$ cat src/rtl/uart_rx_if.sv
`default_nettype none
// ============================================================================
// Module   : uart_rx_if
// Brief    : go / data / data_ready handshake between the UART receiver and
//            its consumer in the RAM/IO block.
// Revision : 1.0  initial release
// ============================================================================
interface uart_rx_if;
    logic       go;
    logic [7:0] data;
    logic       data_ready;

    modport master (
        output go,
        input  data,
        input  data_ready
    );

    modport slave (
        input  go,
        output data,
        output data_ready
    );
endinterface

`default_nettype wire

$ cat src/rtl/uart_rx.sv
`default_nettype none
// ============================================================================
// Module   : uart_rx
// Brief    : 8N1 UART receiver, oversampled by the system clock, holding each
//            byte under a go / data_ready handshake. Define UART_RX_PARITY_EN
//            for 8E1 framing with a parity check.
// Revision : 1.0  initial release
// ============================================================================
module uart_rx #(
    parameter int CLOCK_FREQUENCY_HZ = 20_250_000,
    parameter int BAUD_RATE          = 9600
) (
    input  wire logic clk,
    input  wire logic rst,
    input  wire logic rx,
    uart_rx_if.slave  bus
);
    localparam int c_BIT_TICKS = CLOCK_FREQUENCY_HZ / BAUD_RATE;
    localparam int c_TICK_W    = $clog2(c_BIT_TICKS) + 1;

    localparam logic [c_TICK_W-1:0] c_BIT_LAST  = c_TICK_W'(c_BIT_TICKS - 1);
    localparam logic [c_TICK_W-1:0] c_HALF_LAST = c_TICK_W'(c_BIT_TICKS / 2 - 1);
    localparam logic [c_TICK_W-1:0] c_TICK_ONE  = c_TICK_W'(1);

    localparam logic [2:0] c_S_IDLE       = 3'd0;
    localparam logic [2:0] c_S_WAIT_START = 3'd1;
    localparam logic [2:0] c_S_START      = 3'd2;
    localparam logic [2:0] c_S_DATA       = 3'd3;
`ifdef UART_RX_PARITY_EN
    localparam logic [2:0] c_S_PARITY     = 3'd4;
`endif
    localparam logic [2:0] c_S_STOP       = 3'd5;
    localparam logic [2:0] c_S_WAIT_HIGH  = 3'd6;
    localparam logic [2:0] c_S_DONE       = 3'd7;

    logic                r_rx_meta;
    logic                r_rxs;
    logic [2:0]          r_state;
    logic [c_TICK_W-1:0] r_tick;
    logic [2:0]          r_bit;
    logic [7:0]          r_data;
    logic                r_ready;

    logic [2:0]          w_state_nxt;
    logic [c_TICK_W-1:0] w_tick_nxt;
    logic [2:0]          w_bit_nxt;
    logic [7:0]          w_data_nxt;
    logic                w_ready_nxt;
    logic                w_frame_ok;

`ifdef UART_RX_PARITY_EN
    logic                r_par_err;
    logic                w_par_err_nxt;
`endif

    // Two-flop synchronizer; idles high so reset does not look like a start bit
    always_ff @(posedge clk or posedge rst) begin
        if (rst) begin
            r_rx_meta <= 1'b1;
            r_rxs     <= 1'b1;
        end else begin
            r_rx_meta <= rx;
            r_rxs     <= r_rx_meta;
        end
    end

`ifdef UART_RX_PARITY_EN
    assign w_frame_ok = r_rxs && !r_par_err;
`else
    assign w_frame_ok = r_rxs;
`endif

    always_comb begin
        w_state_nxt = r_state;
        w_tick_nxt  = r_tick;
        w_bit_nxt   = r_bit;
        w_data_nxt  = r_data;
        w_ready_nxt = r_ready;
`ifdef UART_RX_PARITY_EN
        w_par_err_nxt = r_par_err;
`endif
        case (r_state)
            c_S_IDLE: begin
                if (bus.go) begin
                    w_state_nxt = c_S_WAIT_START;
                end
            end
            c_S_WAIT_START: begin
                if (!r_rxs) begin
                    w_tick_nxt  = '0;
                    w_state_nxt = c_S_START;
                end
            end
            c_S_START: begin
                // Start bit must still be low at its midpoint, else it was a glitch
                if (r_tick == c_HALF_LAST) begin
                    if (!r_rxs) begin
                        w_tick_nxt  = '0;
                        w_bit_nxt   = '0;
                        w_state_nxt = c_S_DATA;
                    end else begin
                        w_state_nxt = c_S_WAIT_START;
                    end
                end else begin
                    w_tick_nxt = r_tick + c_TICK_ONE;
                end
            end
            c_S_DATA: begin
                if (r_tick == c_BIT_LAST) begin
                    w_tick_nxt        = '0;
                    w_data_nxt[r_bit] = r_rxs;
                    w_bit_nxt         = r_bit + 3'd1;
                    if (r_bit == 3'd7) begin
`ifdef UART_RX_PARITY_EN
                        w_state_nxt = c_S_PARITY;
`else
                        w_state_nxt = c_S_STOP;
`endif
                    end
                end else begin
                    w_tick_nxt = r_tick + c_TICK_ONE;
                end
            end
`ifdef UART_RX_PARITY_EN
            c_S_PARITY: begin
                if (r_tick == c_BIT_LAST) begin
                    w_tick_nxt    = '0;
                    w_par_err_nxt = ^{r_data, r_rxs};
                    w_state_nxt   = c_S_STOP;
                end else begin
                    w_tick_nxt = r_tick + c_TICK_ONE;
                end
            end
`endif
            c_S_STOP: begin
                if (r_tick == c_BIT_LAST) begin
                    w_tick_nxt = '0;
                    if (w_frame_ok) begin
                        w_ready_nxt = 1'b1;
                        w_state_nxt = c_S_DONE;
                    end else begin
                        w_state_nxt = c_S_WAIT_HIGH;
                    end
                end else begin
                    w_tick_nxt = r_tick + c_TICK_ONE;
                end
            end
            c_S_WAIT_HIGH: begin
                // A held-low line (break) must release before the next start bit
                if (r_rxs) begin
                    w_state_nxt = c_S_WAIT_START;
                end
            end
            c_S_DONE: begin
                if (!bus.go) begin
                    w_ready_nxt = 1'b0;
                    w_state_nxt = c_S_IDLE;
                end
            end
            default: begin
                w_state_nxt = c_S_IDLE;
            end
        endcase
    end

    always_ff @(posedge clk or posedge rst) begin
        if (rst) begin
            r_state <= c_S_IDLE;
            r_tick  <= '0;
            r_bit   <= '0;
            r_data  <= '0;
            r_ready <= 1'b0;
        end else begin
            r_state <= w_state_nxt;
            r_tick  <= w_tick_nxt;
            r_bit   <= w_bit_nxt;
            r_data  <= w_data_nxt;
            r_ready <= w_ready_nxt;
        end
    end

`ifdef UART_RX_PARITY_EN
    always_ff @(posedge clk or posedge rst) begin
        if (rst) begin
            r_par_err <= 1'b0;
        end else begin
            r_par_err <= w_par_err_nxt;
        end
    end
`endif

    assign bus.data       = r_data;
    assign bus.data_ready = r_ready;

endmodule

`default_nettype wire

$ cat src/flat_wrapper.sv
// flat-port wrapper written by rule: the top's interface ports become plain ports
module uart_rx_flat 
#(
    parameter int CLOCK_FREQUENCY_HZ = 20_250_000,
    parameter int BAUD_RATE          = 9600
)
  (clk, rst, rx, bus_go, bus_data, bus_data_ready);
  uart_rx_if bus_i ();
  input  wire logic clk;
  input  wire logic rst;
  input  wire logic rx;
  input wire logic [$bits(bus_i.go)-1:0] bus_go;
  output wire logic [$bits(bus_i.data)-1:0] bus_data;
  output wire logic [$bits(bus_i.data_ready)-1:0] bus_data_ready;
  assign bus_i.go = bus_go;
  assign bus_data = bus_i.data;
  assign bus_data_ready = bus_i.data_ready;
  uart_rx #(.CLOCK_FREQUENCY_HZ(CLOCK_FREQUENCY_HZ), .BAUD_RATE(BAUD_RATE)) u_core (.clk(clk), .rst(rst), .rx(rx), .bus(bus_i));
endmodule
$ cat config.mk
export PLATFORM = sky130hd
export DESIGN_NAME = uart_rx_flat
export DESIGN_NICKNAME = d
export VERILOG_FILES = /design/src/rtl/uart_rx_if.sv /design/src/rtl/uart_rx.sv /design/src/flat_wrapper.sv
export SDC_FILE = /design/constraint.sdc
export NUM_CORES = 1
export LEC_CHECK = 0
export ABC_AREA = 0
export CELL_PAD_IN_SITES_DETAIL_PLACEMENT = 0
export CELL_PAD_IN_SITES_GLOBAL_PLACEMENT = 1
export CORE_MARGIN = 2
export CORE_UTILIZATION = 30
export DETAILED_ROUTE_END_ITERATION = 10
export PLACE_DENSITY = 0.68
export SYNTH_ARGS = -nofsm -noshare
export SYNTH_HDL_FRONTEND = slang
export SYNTH_SLANG_ARGS = --single-unit
export TNS_END_PERCENT = 10
$ cat constraint.sdc
create_clock -name clk -period 5 [get_ports clk]
set_input_delay 1 -clock clk [delete_from_list [all_inputs] [get_ports clk]]
set_output_delay 1 -clock clk [all_outputs]
set_load 0.01 [all_outputs]
==> results.md <==
* Status: finished, final reports clean
* CP cell instances: nor2b_1 > a21oi_1 > a21oi_2 > a2111oi_0 > a2111oi_1
* Top Ports at 13
* Setup TNS at 0 ps
* Post-CTS setup buffer count at 0
* Placer Congestion at 0.781
* Fmax at 410 MHz
* Leakage power at 0.827 nW
* Sequential element share of the synthesized area at 44.5%
* Worst Hold Launch: u_core.r_rx_meta
* Ys Warns at 0
* WL/cell at 13.9 microns
* Syn nets at 179
* Placed insts at 248
* Post-synthesis cell count at 170
* GRT Total Usage at 12.7%
* CTS clk-pin slew, worst paths at 70 ps
* Detailed Place HPWL at 2.39 mm
* Initial antenna violation count at 0
* Critical Path End Type: flop
* Routed vias/inst at 5.11
* Overflow after GRT at 0
* Vias in the first global route at 1311
* Residual DRC count at 0
* Final setup fails at 0
* Die height at 79.1 microns
* Final period util at 48.8%
* CTS buffer count at 5
* Via count at 1307
* Clk Latency, worst-skew pair at 290 ps
* Worst r2r src: u_core.r_state[0]
* Cts hold-fix bufs at 0
* Worst setup SP type: flop
* Die area at 0.00626 sq mm
* Worst endpoint required time at 5160 ps
* Initial DRC Count at 88
* Slew Limit Fails at 0
* Most frequent cells in the layout: dfrtp_1 (28), nand2_1 (17), clkdlybuf4s50_1 (12)
* PostCTS Resize Cnt at 0
* Diode count at 0
* Worst path arrival time at 2600 ps
* PortBufs at 12
* Post-route ant nets at 0
* H-tree Lvls at 2
* Worst Skew at 7.94 ps
* Setup CP Type: flop to flop
* Max-cap violations at 0
* Clk buf depth at 2
* Stages on worst setup path at 5
* CTS Sinks at 30
* Core Region at 0.00547 sq mm
* Post-synth EDFFs at 0
* Final period demand of the worst path at 2440 ps
* Pwr Total at 0.000464 W
* FF+latch count, synth at 30
* PwrDens at 237 mW/mm^2
* Flop-to-flop setup slack at 2560 ps
* First-pass GRT wire length at 6.29 mm
* Commonest non-fill, non-tap cell in the layout: dfrtp_1
* Initial core utilization at 30.9%
* Final wirelength at 3.55 mm
* Final setup margin at 2560 ps
* Avg Cell Area, Syn at 9.96 sq um
* Chip Width at 79.1 microns
* CP max-delay cell: a21oi_2
* Non-Filler Instances at 256
* CP Buf/Inv Count at 0
* Final-stage net count at 192
* Crit Path Max Fanout at 23
* Maximum vdd drop at 0.0928 mV
* Max transition margin at 36.3%
* End of the critical path: u_core.r_state[0]
* CTS tree: built
* Worst path top cell family by delay: compound AO/OA/AOI/OAI gates
* FF-to-FF path depth at 5
* Share of synthesized registers carrying an async set or reset at 100%
* Hold Slack at 358 ps
* P&R area growth vs syn at 15.8%
* TritonRoute pass-1 iters at 4
* Hold Vio Cnt, Final at 0
* Site row count at 27
* Largest net degree at the start of global routing at 31
* Main flop type after synthesis: dfrtp_1
* Synth cell types at 51
* RSZ-0062 raised after global routing: false
* Slew @ Worst Pin at 956 ps
* Hold WC Path Type: flop to flop
* Share of layout cells above drive strength 1 at 13.0%
* Synth Cell Area at 0.00169 sq mm
* R2R Path End: u_core.r_state[0]
* Root Buffer: clkbuf_8
* Crit. Startpoint: u_core.r_state[0]
* Slowest Stage Delay on Critical Path at 720 ps
* Pre-CTS setup slack at 2290 ps
-- state kept, by name (all words and copies together) (netlist names) --
| register | flops |
|---|---|
| u_core.bus.data | 8 |
| u_core.bus.data_ready | 1 |
| u_core.r_tick | 13 |
| u_core.r_bit | 3 |
| u_core.r_state | 3 |
| u_core.r_rxs | 1 |
| u_core.r_rx_meta | 1 |
-- per-stage QoR --
stage	util (%)	cell area, sq um
finish	35.8	1960
global route	35.8	1960
CTS	35.8	1960
detailed placement	34.1	1870
global placement	34.1	1870
floorplan	-	1690
-- final cells by class --
| class | instances | area, sq um |
|---|---|---|
| fill | 578 | 3510 |
| clock buffer | 6 | 82.6 |
| inverter | 6 | 22.5 |
| sequential | 30 | 753 |
| timing repair buffer | 13 | 128 |
| tap | 72 | 90.1 |
| multi-input combinational | 127 | 872 |
| clock inverter | 2 | 12.5 |
-- power breakdown --
group          internal (W)  switching [W]
Sequential         0.000244     0.00000218
Combinational    0.00000320     0.00000560
Clock              0.000111      0.0000987
Total              0.000358       0.000106
-- cells by family (layout without fill, tap and decap cells) --
| group | after synthesis | in the layout | synth area share [%] |
|---|---|---|---|
| DFF | 30 | 30 | 44.5 |
| AOI/OAI and AO/OA | 45 | 45 | 18.2 |
| xor gates and xnor gates | 2 | 2 | 1.03 |
| adders and majority gates | 5 | 5 | 3.70 |
| and+or+nand+nor | 65 | 65 | 21.9 |
| muxes | 10 | 10 | 6.73 |
| buffers and inverters | 13 | 27 | 3.99 |
-- how the worst min path moves through the flow --
stage                     depth (start not counted)  slack (ps)            to
after global routing                              0         370  u_core.r_rxs
after global placement                            0         350  u_core.r_rxs
after detailed placement                          0         350  u_core.r_rxs
after CTS                                         0         360  u_core.r_rxs
after floorplan                                   0         350  u_core.r_rxs
final                                             0         360  u_core.r_rxs
-- routing by layer --
| metal | track usage, % | wire (microns) | up-vias |
|---|---|---|---|
| met5 | 0 | 0 | - |
| met4 | 3.62 | 44 | 0 |
| met3 | 3.75 | 120 | 6 |
| met2 | 20.2 | 1660 | 21 |
| met1 | 16.6 | 1730 | 624 |
| li1 | - | - | 656 |
-- worst reg2reg max path, cell delays in order, from the launching register on --
cell and delay (ps):
dfrtp_1 610, nor2b_1 280, a21oi_1 140, a21oi_2 720, a2111oi_0 180, a2111oi_1 400
-- synthesized netlist by cell type, drive strengths merged, types with 2 or more instances --
master | instances | area share (%)
inv | 6 | 1.3
nor2b | 4 | 1.5
a22o | 4 | 2.2
buf | 3 | 1.8
clkbuf | 4 | 0.89
dfrtp | 28 | 41
nor3 | 4 | 1.8
nand2b | 4 | 1.5
and2 | 3 | 1.1
xnor2 | 2 | 1.0
mux2 | 8 | 5.5
nand4b | 2 | 1.0
o21ai | 11 | 3.3
nand4 | 3 | 1.5
a2111oi | 3 | 1.6
a21oi | 10 | 3.2
ha | 5 | 3.7
nand3 | 9 | 2.7
a31oi | 4 | 1.5
nor4 | 2 | 0.74
nor2 | 8 | 1.8
nand3b | 2 | 0.89
nand2 | 17 | 3.8
dfstp | 2 | 3.1
o31ai | 3 | 1.3
mux2i | 2 | 1.2
(Power assumes the default switching activity.)
